## src/rtl/tl_pkg.sv

```systemverilog
// tl_pkg: shared phase/requester types and round-robin helper for intersection_scheduler
package tl_pkg;
    typedef enum logic [2:0] {
        ALL_RED   = 3'd0,
        NS_GREEN  = 3'd1,
        NS_YELLOW = 3'd2,
        EW_GREEN  = 3'd3,
        EW_YELLOW = 3'd4,
        PED_WALK  = 3'd5,
        FLASH     = 3'd6
    } phase_t;
    typedef enum logic [1:0] {
        NS  = 2'd0,
        EW  = 2'd1,
        PED = 2'd2
    } requester_t;
    // Nearest pending requester after last in NS->EW->PED order; NS when none pend.
    // pend is indexed by requester_t.
    function automatic requester_t rr_grant(input requester_t last, input logic [2:0] pend);
        requester_t c;
        rr_grant = NS;
        for (int i = 3; i >= 1; i--) begin
            c = requester_t'(2'((int'(last) + i) % 3));
            if (pend[c]) rr_grant = c;
        end
    endfunction
endpackage

```

## src/rtl/tick_prescaler.sv

```systemverilog
// tick_prescaler: divides clk down to a one-cycle tick every TICK_DIV cycles
// Ports: clk, rst_n (async, active-low); tick high while the count equals TICK_DIV-1.
module tick_prescaler #(
    parameter int TICK_DIV = 27_000_000
) (
    input  logic clk,
    input  logic rst_n,
    output logic tick
);
    localparam int W = TICK_DIV > 1 ? $clog2(TICK_DIV) : 1;
    logic [W-1:0] r_cnt;
    assign tick = r_cnt == W'(TICK_DIV - 1);
    always_ff @(posedge clk or negedge rst_n) begin
        if (!rst_n) r_cnt <= '0;
        else        r_cnt <= tick ? '0 : r_cnt + W'(1);
    end
endmodule

```

## src/rtl/intersection_scheduler.sv

```systemverilog
// intersection_scheduler: shares one green among NS road, EW road and a pedestrian crossing
// Macro TL_NIGHT_FLASH_EN adds input night and a flashing-yellow FLASH phase.
// Ports: clk, rst_n (async, active-low); car_ns/car_ew sensor levels; ped_req button;
//        ns_*/ew_* red/yellow/green lamps, walk lamp, ped_wait latch, phase debug code.
module intersection_scheduler
    import tl_pkg::*;
#(
    parameter int TICK_DIV  = 27_000_000,
    parameter int GREEN_MIN = 5,
    parameter int GREEN_MAX = 20,
    parameter int YELLOW_T  = 3,
    parameter int ALLRED_T  = 1,
    parameter int WALK_T    = 8
) (
    input  logic       clk,
    input  logic       rst_n,
    input  logic       car_ns,
    input  logic       car_ew,
    input  logic       ped_req,
`ifdef TL_NIGHT_FLASH_EN
    input  logic       night,
`endif
    output logic       ns_red,
    output logic       ns_yellow,
    output logic       ns_green,
    output logic       ew_red,
    output logic       ew_yellow,
    output logic       ew_green,
    output logic       walk,
    output logic       ped_wait,
    output logic [2:0] phase
);
    localparam int EMAX = GREEN_MAX > WALK_T ? GREEN_MAX : WALK_T;
    localparam int EWID = $clog2(EMAX + 1);
    if (TICK_DIV < 1 || GREEN_MIN < 1 || GREEN_MAX < 1 || YELLOW_T < 1 || ALLRED_T < 1 || WALK_T < 1) begin : g_bad_param
        $error("intersection_scheduler: every timing parameter must be >= 1");
    end
    phase_t          r_phase;
    requester_t      r_last;
    logic [EWID-1:0] r_elapsed;
    logic            r_ped_wait;
    phase_t          w_next;
    requester_t      w_last_next;
    logic            w_tick;
    logic [31:0]     w_el1;
    logic            w_ns_go;
    logic            w_ew_go;
    logic            w_ped_enter;
    logic            w_ped_open;
    logic            w_fl;
    logic            w_fy;
    tick_prescaler #(.TICK_DIV(TICK_DIV)) u_tick (
        .clk  (clk),
        .rst_n(rst_n),
        .tick (w_tick)
    );
    // Ticks completed in the current phase, counting the tick now being taken.
    assign w_el1   = 32'(r_elapsed) + 32'd1;
    assign w_ns_go = (car_ew || r_ped_wait) && (w_el1 >= 32'(GREEN_MAX) || (w_el1 >= 32'(GREEN_MIN) && !car_ns));
    assign w_ew_go = (car_ns || r_ped_wait) && (w_el1 >= 32'(GREEN_MAX) || (w_el1 >= 32'(GREEN_MIN) && !car_ew));
    always_comb begin
        w_next      = r_phase;
        w_last_next = r_last;
        case (r_phase)
            ALL_RED:
                if (w_el1 >= 32'(ALLRED_T)) begin
                    w_last_next = rr_grant(r_last, {r_ped_wait, car_ew, car_ns});
                    w_next      = w_last_next == NS ? NS_GREEN : w_last_next == EW ? EW_GREEN : PED_WALK;
                end
            NS_GREEN:  w_next = w_ns_go ? NS_YELLOW : NS_GREEN;
            NS_YELLOW: w_next = w_el1 >= 32'(YELLOW_T) ? ALL_RED : NS_YELLOW;
            EW_GREEN:  w_next = w_ew_go ? EW_YELLOW : EW_GREEN;
            EW_YELLOW: w_next = w_el1 >= 32'(YELLOW_T) ? ALL_RED : EW_YELLOW;
            PED_WALK:  w_next = w_el1 >= 32'(WALK_T) ? ALL_RED : PED_WALK;
            default:   w_next = ALL_RED;
        endcase
`ifdef TL_NIGHT_FLASH_EN
        if (night) begin
            w_next      = FLASH;
            w_last_next = r_last;
        end
`endif
    end
    assign w_ped_enter = w_tick && w_next == PED_WALK && r_phase != PED_WALK;
`ifdef TL_NIGHT_FLASH_EN
    logic r_flash;
    assign w_ped_open = r_phase != PED_WALK && r_phase != FLASH;
    assign w_fl       = r_phase == FLASH;
    assign w_fy       = w_fl && r_flash;
    // Re-armed to 1 on every tick outside FLASH so the first flash tick shows yellow.
    always_ff @(posedge clk or negedge rst_n) begin
        if (!rst_n)      r_flash <= 1'b1;
        else if (w_tick) r_flash <= w_fl ? !r_flash : 1'b1;
    end
`else
    assign w_ped_open = r_phase != PED_WALK;
    assign w_fl       = 1'b0;
    assign w_fy       = 1'b0;
`endif
    always_ff @(posedge clk or negedge rst_n) begin
        if (!rst_n) begin
            r_phase    <= ALL_RED;
            r_last     <= PED;
            r_elapsed  <= '0;
            r_ped_wait <= 1'b0;
        end else begin
            if (w_tick) begin
                r_phase   <= w_next;
                r_last    <= w_last_next;
                r_elapsed <= w_next != r_phase ? '0 : r_elapsed == EWID'(EMAX) ? r_elapsed : r_elapsed + EWID'(1);
            end
            r_ped_wait <= w_ped_enter ? 1'b0 : (ped_req && w_ped_open) ? 1'b1 : r_ped_wait;
        end
    end
    assign ns_green  = r_phase == NS_GREEN;
    assign ns_yellow = r_phase == NS_YELLOW || w_fy;
    assign ns_red    = !(ns_green || r_phase == NS_YELLOW || w_fl);
    assign ew_green  = r_phase == EW_GREEN;
    assign ew_yellow = r_phase == EW_YELLOW || w_fy;
    assign ew_red    = !(ew_green || r_phase == EW_YELLOW || w_fl);
    assign walk      = r_phase == PED_WALK;
    assign ped_wait  = r_ped_wait;
    assign phase     = r_phase;
endmodule

```

## config.mk

```make
export PLATFORM = sky130hd
export DESIGN_NAME = intersection_scheduler
export DESIGN_NICKNAME = d
export VERILOG_FILES = /design/src/rtl/tl_pkg.sv /design/src/rtl/tick_prescaler.sv /design/src/rtl/intersection_scheduler.sv
export SDC_FILE = /design/constraint.sdc
export NUM_CORES = 1
export LEC_CHECK = 0
export CELL_PAD_IN_SITES_DETAIL_PLACEMENT = 0
export CELL_PAD_IN_SITES_GLOBAL_PLACEMENT = 1
export CORE_UTILIZATION = 27
export CTS_CLUSTER_SIZE = 28
export DETAILED_ROUTE_END_ITERATION = 12
export GPL_TIMING_DRIVEN = 1
export PLACE_DENSITY = 0.54
export SYNTH_ARGS = -nofsm -noshare
export SYNTH_HDL_FRONTEND = slang
export SYNTH_SLANG_ARGS = --single-unit
```

## constraint.sdc

```tcl
create_clock -name clk -period 6.3 [get_ports clk]
set_input_delay 1.26 -clock clk [delete_from_list [all_inputs] [get_ports clk]]
set_output_delay 1.26 -clock clk [all_outputs]
set_load 0.02 [all_outputs]
```

==> results.md, run 1 <==
- WHS: 0.4993 ns
- Final nets: 264
- Area leader, netlist: dfrtp_1
- Vias in the first global route: 1690
- Async S/R FF share, synth: 100.0%
- RSZ-0062 raised after global routing: no
- Max frequency: 0.3090 GHz
- DR WL/cell: 13.21 um
- Routed wl met2: 2164 um
- Clk_skew: 0.004341 ns
- CP Capture Type: output pin
- TritonCTS Buffers: 5
- Register area share after synthesis: 41.89%
- Dominant synthesized flop cell: dfrtp_1
- Antenna cells: 0
- Number of enable flip-flop cells after synthesis: 0
- Worst Path Buf+Inv: 1
- Yosys warns: 0
- Fin crit share: 51.36%
- Initial Util: 27.87%
- Yosys reg bits: 36
- Clock Path Buffers: 2
- IR drop worst, VDD: 0.00007686 V
- Critical path type: flip-flop to output pin
- Setup ws final: 3.064 ns
- Synth top area share: 40.67%
- Max-Cap Viols: 0
- Clock Root Buffer: clkbuf_8
- Setup Fix Bufs, Post-CTS: 0
- Vias: 1690
- Largest net degree at the start of global routing: 37
- Met3 WL: 138 um
- Final cell count without fillers: 356
- Synth Area per Inst: 9.202 um^2
- Area Overhead vs Synth: 16.21%
- DRT iter0 DRCs: 83
- Tot GR Track Use: 12.42%
- Area of the multi-input gates: 0.001194 mm^2
- Pre-CTS setup slack: 3.214 ns
- Clock Latency Late Sink: 0.29 ns
- Via/cell ratio: 4.747
- R2r worst-path depth: 7
- Worst flop-to-flop path endpoint: r_elapsed[1]
- Top cells by area, synth: dfrtp_1 (41%), nor2_1 (5.9%), xor2_1 (4.9%)
- Met1 Routed Length: 2331 um
- Cell family with most CP delay: buffers and inverters
- Fillers: 816
- Routed wire length: 4702 um
- Worst path slowest cell: clkdlybuf4s50_1
- Top Layer Used: met4
- Min-delay src: u_tick.r_cnt[9]
- Pwr/cell area: 169.5 mW/mm^2
- Final Hold Vio Count: 0
- RR Startpoint: u_tick.r_cnt[10]
- Worst setup SP type: flip-flop
- Final setup violation count: 0
- Area of the mapped netlist: 0.002153 mm^2
- First-pass detailed-route iteration total: 4
- Power, Total: 0.4240 mW
- Die X-Extent: 91.31 um
- H-tree levels: 2
- Fin. max-slew vios: 0
- Port bufs: 15
- Initial antenna violation count: 0
- Sequential Area: 902.1 um^2
- Ordered list of cells on the worst path: nor3b_1, clkdlybuf4s50_1
- P_leak: 1.014 nW
- Die Area: 0.008337 mm^2
- WP data required: 5.04 ns
- Worst reg2reg setup slack: 3.86 ns
- Grt ovf: 0
- Syn nets: 245
- CTS tree: done
- Min-delay worst type: flip-flop to flip-flop
- Least-Margin Pin Slew: 0.8474 ns
- Routed Antenna Nets: 0
- Core Region: 0.007727 mm^2
- Hold Crit Depth: 1
- CTS clk-pin slew, worst paths: 0.07 ns
- Inst Count DP: 348
- Status: finished clean
- DRC errors left: 0
- Hold_buf cts: 0
- Crit path largest cell delay: 0.70 ns
- Final Cell Area: 0.002502 mm^2
- Placement-stage cell area: 0.002402 mm^2
- CP Max Fanout: 10
- Worst slew margin: 43.51%
- Io pins: 16
- Setup TNS: 0 ns
- Yosys cell types: 49
- Cts repair resizes: 0
- Post-Synthesis Cells: 234
- First-pass GRT wire length: 8217 um
- Row count: 32
- RePlAce Congestion: 0.7487
- Core Util, Final: 32.38%
- Clock sink count: 36
- Hold Path End: u_tick.r_cnt[9]
- Fraction of layout cells with a size suffix above 1: 10.24%
- Crit path DAT: 1.98 ns
- Chip Height: 91.31 um
- Tmin final: 3.236 ns
- Post-DP HPWL: 3317 um
## worst reg2reg max path, cell delays in order, from the launching register on
cell and delay, ns:
dfrtp_1 0.42, and4_4 0.26, nand3_2 0.11, or4_4 0.58, nor2_4 0.54, and3_1 0.27
o211ai_1 0.07, o21ai_0 0.11
## worst max-delay path by stage
stage	startpoint	endpoint	slack, ns	cells past startpoint
global placement	car_ns	phase[2]	3.24	8
CTS	phase[0]	ns_green	3.05	2
global route	phase[0]	ns_green	2.89	2
finish	phase[0]	ns_green	3.06	2
floorplan	phase[0]	ns_red	3.53	2
detailed placement	car_ns	phase[2]	3.21	8
## logic make-up after synthesis
kind of cell	after synthesis	synth area share, %
muxes	4	1.976
DFF	36	41.89
AOI/OAI and AO/OA	43	13.95
buffers and inverters	12	2.673
adders and majority gates	6	3.486
xor gates and xnor gates	21	8.542
and+or+nand+nor	112	27.48
## state kept, by name, summed over array words and instances, names as in the netlist
| signal | count |
|---|---|
| r_elapsed | 5 |
| r_last | 2 |
| ped_wait | 1 |
| u_tick.r_cnt | 25 |
| phase | 3 |
## layer usage
metal / vias to the layer above / GRT usage [%]
li1: 865 / -
met1: 790 / 16.24
met2: 28 / 20.39
met3: 7 / 2.680
met4: 0 / 3.968
met5: - / 0
## synth_stat cells, types with 3 or more instances
master	count
a21oi_1	14
and2_1	3
dfrtp_1	35
ha_1	6
inv_1	9
nand2_1	18
nand3_1	17
nand4_1	9
nor2_1	34
nor2b_1	4
o211ai_1	3
o21ai_0	16
or2_2	3
xnor2_1	9
xor2_1	12
## power breakdown
group / leakage, nW / switching [mW] / internal (mW)
logic: 0.514 / 0.00808 / 0.00369
clock network: 0.0515 / 0.0814 / 0.0998
registers: 0.449 / 0.0000000000000000626 / 0.231
## layout by cell type (no fill, tap or decap), types with 12 or more instances in the layout
| master | instances |
|---|---|
| nand3_1 | 17 |
| dfrtp_1 | 35 |
| xor2_1 | 12 |
| a21oi_1 | 14 |
| o21ai_0 | 16 |
| clkdlybuf4s50_1 | 14 |
| nor2_1 | 34 |
| nand2_1 | 18 |
## final cells by class
type,count,share of cell area (%)
Timing Repair Buffer,15,5.800
Inverter,9,1.350
Sequential cell,36,36.05
Clock buffer,8,4.000
Tap cell,102,5.100
Multi-Input combinational cell,186,47.70
No activity file was read; power rests on OpenSTA's default activity.
==> inputs of run 2 (changes only) <==
Clock period 6.3 ns to 3.25 ns, I/O delays scaled along.
==> results.md, run 2 (synthesized netlist as in run 1, its figures left out) <==
- Status: finished clean (unchanged)
- Max-Cap Viols: 0 (unchanged)
- Setup TNS: 0 ns (unchanged)
- Worst setup SP type: flip-flop (unchanged)
- First-pass detailed-route iteration total: 4 (unchanged)
- Least-Margin Pin Slew: 0.8470 ns (was 0.8474 ns)
- Max frequency: 0.3798 GHz
- Critical path type: flip-flop to output pin (unchanged)
- Initial Util: 27.87% (unchanged)
- M3 GR Usage: 2.596% (was 2.680%)
- Io pins: 16 (unchanged)
- TritonCTS Buffers: 5 (unchanged)
- Routed wire length: 4732 um (was 4702 um)
- DRT iter0 DRCs: 46 (was 83)
- First-pass GRT wire length: 8459 um (was 8217 um)
- Worst reg2reg setup slack: 0.86 ns (was 3.86 ns)
- Routed Antenna Nets: 0 (unchanged)
- Min-delay worst type: input pin to asynchronous set/reset pin (was flip-flop to flip-flop)
- Fraction of layout cells with a size suffix above 1: 10.59% (was 10.24%)
- Commonest non-fill, non-tap cells in the layout: dfrtp_1 (35), nor2_1 (34), nand2_1 (18), nand3_1 (17), o21ai_0 (16) (unchanged)
- Tmin final: 2.633 ns
- Clk_skew: 0.005895 ns (was 0.004341 ns)
- Chip Height: 91.31 um (unchanged)
- Power, Total: 0.8210 mW (was 0.4240 mW)
- CTS tree: done (unchanged)
- Clock sink count: 36 (unchanged)
- Worst path slowest cell: clkdlybuf4s50_1 (unchanged)
- Gate power share: 2.8% (about the same)
- Met1 Track Usage GR: 16.38% (was 16.24%)
- Clock Root Buffer: clkbuf_8 (unchanged)
- IR drop worst, VDD: 0.0001647 V (was 0.00007686 V)
- Post-DP HPWL: 3418 um (was 3317 um)
- Clk pwr share: 42.7% (about the same)
- Tot GR Track Use: 12.84% (was 12.42%)
- Cts repair resizes: 0 (unchanged)
- Area of the multi-input gates: 0.001194 mm^2 (unchanged)
- Hold_buf cts: 0 (unchanged)
- Clock Latency Late Sink: 0.28 ns (was 0.29 ns)
- Global routing's busiest layer: met2 (unchanged)
- Sequential Area: 902.1 um^2 (unchanged)
- Clock Path Buffers: 2 (unchanged)
- Setup Fix Bufs, Post-CTS: 0 (unchanged)
- Met2 Resource Use GR: 21.59% (was 20.39%)
- Largest net degree at the start of global routing: 37 (unchanged)
- Area Overhead vs Synth: 16.56% (was 16.21%)
- Ordered list of cells on the worst path: nor3b_1, clkdlybuf4s50_1 (unchanged)
- Via/cell ratio: 4.812 (was 4.747)
- H-tree levels: 2 (unchanged)
- Final setup violation count: 0 (unchanged)
- Final Hold Vio Count: 0 (unchanged)
- Pwr/cell area: 327.1 mW/mm^2 (was 169.5 mW/mm^2)
- Top reg by flops: u_tick.r_cnt (unchanged)
- Final nets: 265 (was 264)
- WP data required: 2.60 ns (was 5.04 ns)
- Row count: 32 (unchanged)
- CP Max Fanout: 10 (unchanged)
- Vias in the first global route: 1759 (was 1690)
- Flop pwr share: 54.5% (about the same)
- Fillers: 805 (was 816)
- RePlAce Congestion: 0.7494 (was 0.7487)
- Commonest non-fill, non-tap cell in the layout: dfrtp_1 (unchanged)
- Switching Fraction: 21.01% (was 21.10%)
- DRC errors left: 0 (unchanged)
- Fin. max-slew vios: 0 (unchanged)
- RSZ-0062 raised after global routing: no (unchanged)
- Die X-Extent: 91.31 um (unchanged)
- Die Area: 0.008337 mm^2 (unchanged)
- Port bufs: 15 (unchanged)
- P_sw: 0.1725 mW (was 0.08949 mW)
- Grt ovf: 0 (unchanged)
- CTS clk-pin slew, worst paths: 0.07 ns (about the same)
- Core Region: 0.007727 mm^2 (unchanged)
- Crit path DAT: 1.98 ns (about the same)
- CP Capture Type: output pin (unchanged)
- DR WL/cell: 13.25 um (was 13.21 um)
- Worst slew margin: 43.53% (was 43.51%)
- Crit path largest cell delay: 0.70 ns (about the same)
- P_leak: 1.019 nW (was 1.014 nW)
- Pint: 0.6485 mW (was 0.3346 mW)
- Max FFs per register: 25 (unchanged)
- Vias: 1718 (was 1690)
- Fin crit share: 81.01%
- Initial antenna violation count: 0 (unchanged)
- Antenna cells: 0 (unchanged)
## run 2: changes by cell type in the layout (fill, tap and decap cells not counted)
cell,before,now
buf_4,0,1
## run 2: metal layers
layer  wire length (um)  up-vias
met5                  0        -
met4                 42        0
met3                157        4
met2               2291       26
met1               2242      826
li1                   -      862
## run 2: metrics by stage
step / hold slack [ns] / util (%) / setup WS (ns) / instances / area, um^2
2_1_floorplan: 0.3544 / - / 1.057 / 234 / 2153
3_3_place_gp: 0.4825 / 31.19 / 0.8064 / 349 / 2410
3_5_place_dp: 0.4834 / 31.19 / 0.7813 / 349 / 2410
4_1_cts: 0.4930 / 32.48 / 0.6225 / 357 / 2510
5_1_grt: 0.5206 / 32.48 / 0.5086 / 357 / 2510
6_report: 0.4737 / 32.48 / 0.6171 / 357 / 2510
## run 2: layout make-up
type                       count  area share (%)
multi-input combinational    186           47.56
sequential                    36           35.94
timing repair buffer          16           6.082
tap                          102           5.085
clock buffer                   8           3.988
inverter                       9           1.346
## run 2: power groups by stage
stage | logic (mW) | registers, mW | clock network [mW]
final | 0.0227 | 0.448 | 0.350
after global routing | 0.0264 | 0.447 | 0.386
after CTS | 0.0238 | 0.448 | 0.373
after detailed placement | 0.0237 | 0.456 | 0
after global placement | 0.0237 | 0.456 | 0
after floorplan | 0.00694 | 0.457 | 0
## run 2: final timing paths
check / from / end / cells after the start
max in group asynchronous: rst_n / u_tick.r_cnt[15] / 1
hold / removal: rst_n / u_tick.r_cnt[23] / 1
hold reg to reg: u_tick.r_cnt[9] / u_tick.r_cnt[9] / 1
setup / recovery: phase[0] / ns_green / 2
setup reg to reg: r_elapsed[1] / phase[0] / 8
min in group clk: u_tick.r_cnt[9] / u_tick.r_cnt[9] / 1
## run 2: critical path, delay by kind of cell, from the launching register on
kind,cells,cell delay [ns]
buf+inv,1,0.70
simple gates,1,0.50
flops,1,0.50
==> inputs of run 3 (changes only) <==
Clock period 3.25 ns to 2.67 ns, I/O delays scaled along.
==> results.md, run 3 (synthesized netlist as in run 1, its figures left out) <==
- Sequential Area: 902.1 um^2 (unchanged)
- Initial antenna violation count: 0 (unchanged)
- Via/cell ratio: 4.699 (was 4.812)
- RR Startpoint: r_elapsed[1] (unchanged)
- Antenna cells: 0 (unchanged)
- Core Util, Final: 32.55% (was 32.48%)
- Clk pwr share: 41.0% (was 42.7%)
- H-tree levels: 2 (unchanged)
- Pint: 0.7644 mW (was 0.6485 mW)
- Pre-CTS setup slack: 0.1997 ns (was 0.7813 ns)
- Least-Margin Pin Slew: 0.8325 ns (was 0.8470 ns)
- Hold_buf cts: 0 (unchanged)
- Crit path DAT: 1.98 ns (about the same)
- CP Max Fanout: 8 (was 10)
- P_leak: 1.024 nW (was 1.019 nW)
- Commonest non-fill, non-tap cells in the layout: dfrtp_1 (35), nor2_1 (34), nand2_1 (18), nand3_1 (17), o21ai_0 (16) (unchanged)
- Setup Fix Bufs, Post-CTS: 0 (unchanged)
- Final Cell Area: 0.002515 mm^2 (was 0.002510 mm^2)
- Placement-stage cell area: 0.002425 mm^2 (was 0.002410 mm^2)
- First-pass detailed-route iteration total: 4 (unchanged)
- Clock sink count: 36 (unchanged)
- DRT iter0 DRCs: 54 (was 46)
- Switching Fraction: 21.37% (was 21.01%)
- Tot GR Track Use: 12.14% (was 12.84%)
- Die X-Extent: 91.31 um (unchanged)
- Row count: 32 (unchanged)
- Status: finished clean (unchanged)
- Clock Path Buffers: 2 (unchanged)
- Max-Cap Viols: 0 (unchanged)
- Worst flop-to-flop path endpoint: r_elapsed[2] (was phase[0])
- Min-delay worst type: input pin to asynchronous set/reset pin (unchanged)
- Clk_skew: 0.004477 ns (was 0.005895 ns)
- Cell family with most CP delay: buffers and inverters (unchanged)
- Grt ovf: 0 (unchanged)
- Clock Latency Late Sink: 0.28 ns (about the same)
- Max FFs per register: 25 (unchanged)
- Worst Path Buf+Inv: 1 (unchanged)
- Worst path slowest cell: clkdlybuf4s50_1 (unchanged)
- CTS clk-pin slew, worst paths: 0.07 ns (about the same)
- Fraction of layout cells with a size suffix above 1: 10.89% (was 10.59%)
- Port bufs: 15 (unchanged)
- Top reg by flops: u_tick.r_cnt (unchanged)
- R2r worst-path depth: 7 (was 8)
- Gate power share: 2.9% (was 2.8%)
- TritonCTS Buffers: 5 (unchanged)
- Io pins: 16 (unchanged)
- Final setup violation count: 0 (unchanged)
- Crit path largest cell delay: 0.70 ns (about the same)
- Setup ws final: 0.1599 ns (was 0.6171 ns)
- IR drop worst, VDD: 0.0002003 V (was 0.0001647 V)
- CTS tree: done (unchanged)
- Area Overhead vs Synth: 16.79% (was 16.56%)
- Fin. max-slew vios: 0 (unchanged)
- Flop pwr share: 56.1% (was 54.5%)
- First-pass GRT wire length: 7997 um (was 8459 um)
- P_sw: 0.2078 mW (was 0.1725 mW)
- RePlAce Congestion: 0.7396 (was 0.7494)
- Vias in the first global route: 1667 (was 1759)
- Critical path type: flip-flop to output pin (unchanged)
- Die Area: 0.008337 mm^2 (unchanged)
- Final Hold Vio Count: 0 (unchanged)
- Worst setup SP type: flip-flop (unchanged)
- CP Capture Type: output pin (unchanged)
- Core Region: 0.007727 mm^2 (unchanged)
- Tmin final: 2.510 ns
- Ordered list of cells on the worst path: nor3b_1, clkdlybuf4s50_1 (unchanged)
- RSZ-0062 raised after global routing: no (unchanged)
- Routed wire length: 4661 um (was 4732 um)
- WP data required: 2.14 ns (was 2.60 ns)
- Worst reg2reg setup slack: 0.35 ns (was 0.86 ns)
- Worst slew margin: 44.50% (was 43.53%)
- Vias: 1687 (was 1718)
- Power, Total: 0.9722 mW (was 0.8210 mW)
- Commonest non-fill, non-tap cell in the layout: dfrtp_1 (unchanged)
- Routed Antenna Nets: 0 (unchanged)
- Fillers: 820 (was 805)
- Max frequency: 0.3984 GHz
- Clock Root Buffer: clkbuf_8 (unchanged)
- DRC errors left: 0 (unchanged)
- Chip Height: 91.31 um (unchanged)
- Post-DP HPWL: 3369 um (was 3418 um)
- Initial Util: 27.87% (unchanged)
- Area of the multi-input gates: 0.001194 mm^2 (unchanged)
- Final nets: 267 (was 265)
- DR WL/cell: 12.98 um (was 13.25 um)
- Pwr/cell area: 386.6 mW/mm^2 (was 327.1 mW/mm^2)
- Cts repair resizes: 0 (unchanged)
- Largest net degree at the start of global routing: 37 (unchanged)
- Setup TNS: 0 ns (unchanged)
- Fin crit share: 94.01%
-- run 3: cell types whose count changed in the layout (fill, tap and decap cells not counted) --
cell      delta
buf_4        +2
clkbuf_8     -1
clkbuf_1     +1
-- run 3: worst register-to-register path: cells and delay by family (launching register included) --
kind                     cells  cell delay [ns]
adder cells (fa/ha/maj)      1             0.27
AO/OA/AOI/OAI                4             1.07
flip-flops                   1             0.42
AND/OR/NAND/NOR              2             0.49
-- run 3: area by class of cell --
type                    count  share of cell area (%)
clock buffers               8                   3.582
inverters                   9                   1.343
multi-input cells         186                   47.46
flip-flops and latches     36                   35.87
well taps                 102                   5.075
repair buffers             18                   6.667
-- run 3: worst max-delay path by stage --
stage,startpoint,endpoint,slack [ns],cells after the start
2_1_floorplan,phase[0],r_elapsed[0],0.48,6
3_3_place_gp,car_ew,phase[2],0.17,8
3_5_place_dp,car_ns,phase[2],0.20,8
4_1_cts,phase[1],ns_green,0.13,2
5_1_grt,phase[0],ns_green,0.005,2
6_report,phase[1],ns_green,0.16,2
-- run 3: stage by stage --
stage          cells  hold WS, ns
4_1_cts          359       0.3785
6_report         359       0.3473
2_1_floorplan    234       0.2384
3_3_place_gp     351       0.4850
5_1_grt          359       0.4247
3_5_place_dp     351       0.4913
-- run 3: power by group through the flow --
stage,clock (mW),combinational [mW],sequential [mW]
finish,0.399,0.0282,0.545
global route,0.441,0.0331,0.545
CTS,0.423,0.0298,0.545
detailed placement,0,0.0296,0.556
global placement,0,0.0298,0.556
floorplan,0,0.00845,0.556
-- run 3: per-layer routing --
layer	global-route usage (%)	share of wire, %	wire (um)	vias up
met5	0	0	0	-
li1	-	-	-	865
met2	20.45	46	2145	24
met4	3.175	1.1	52	0
met1	15.70	50	2331	793
met3	2.680	2.8	131	5
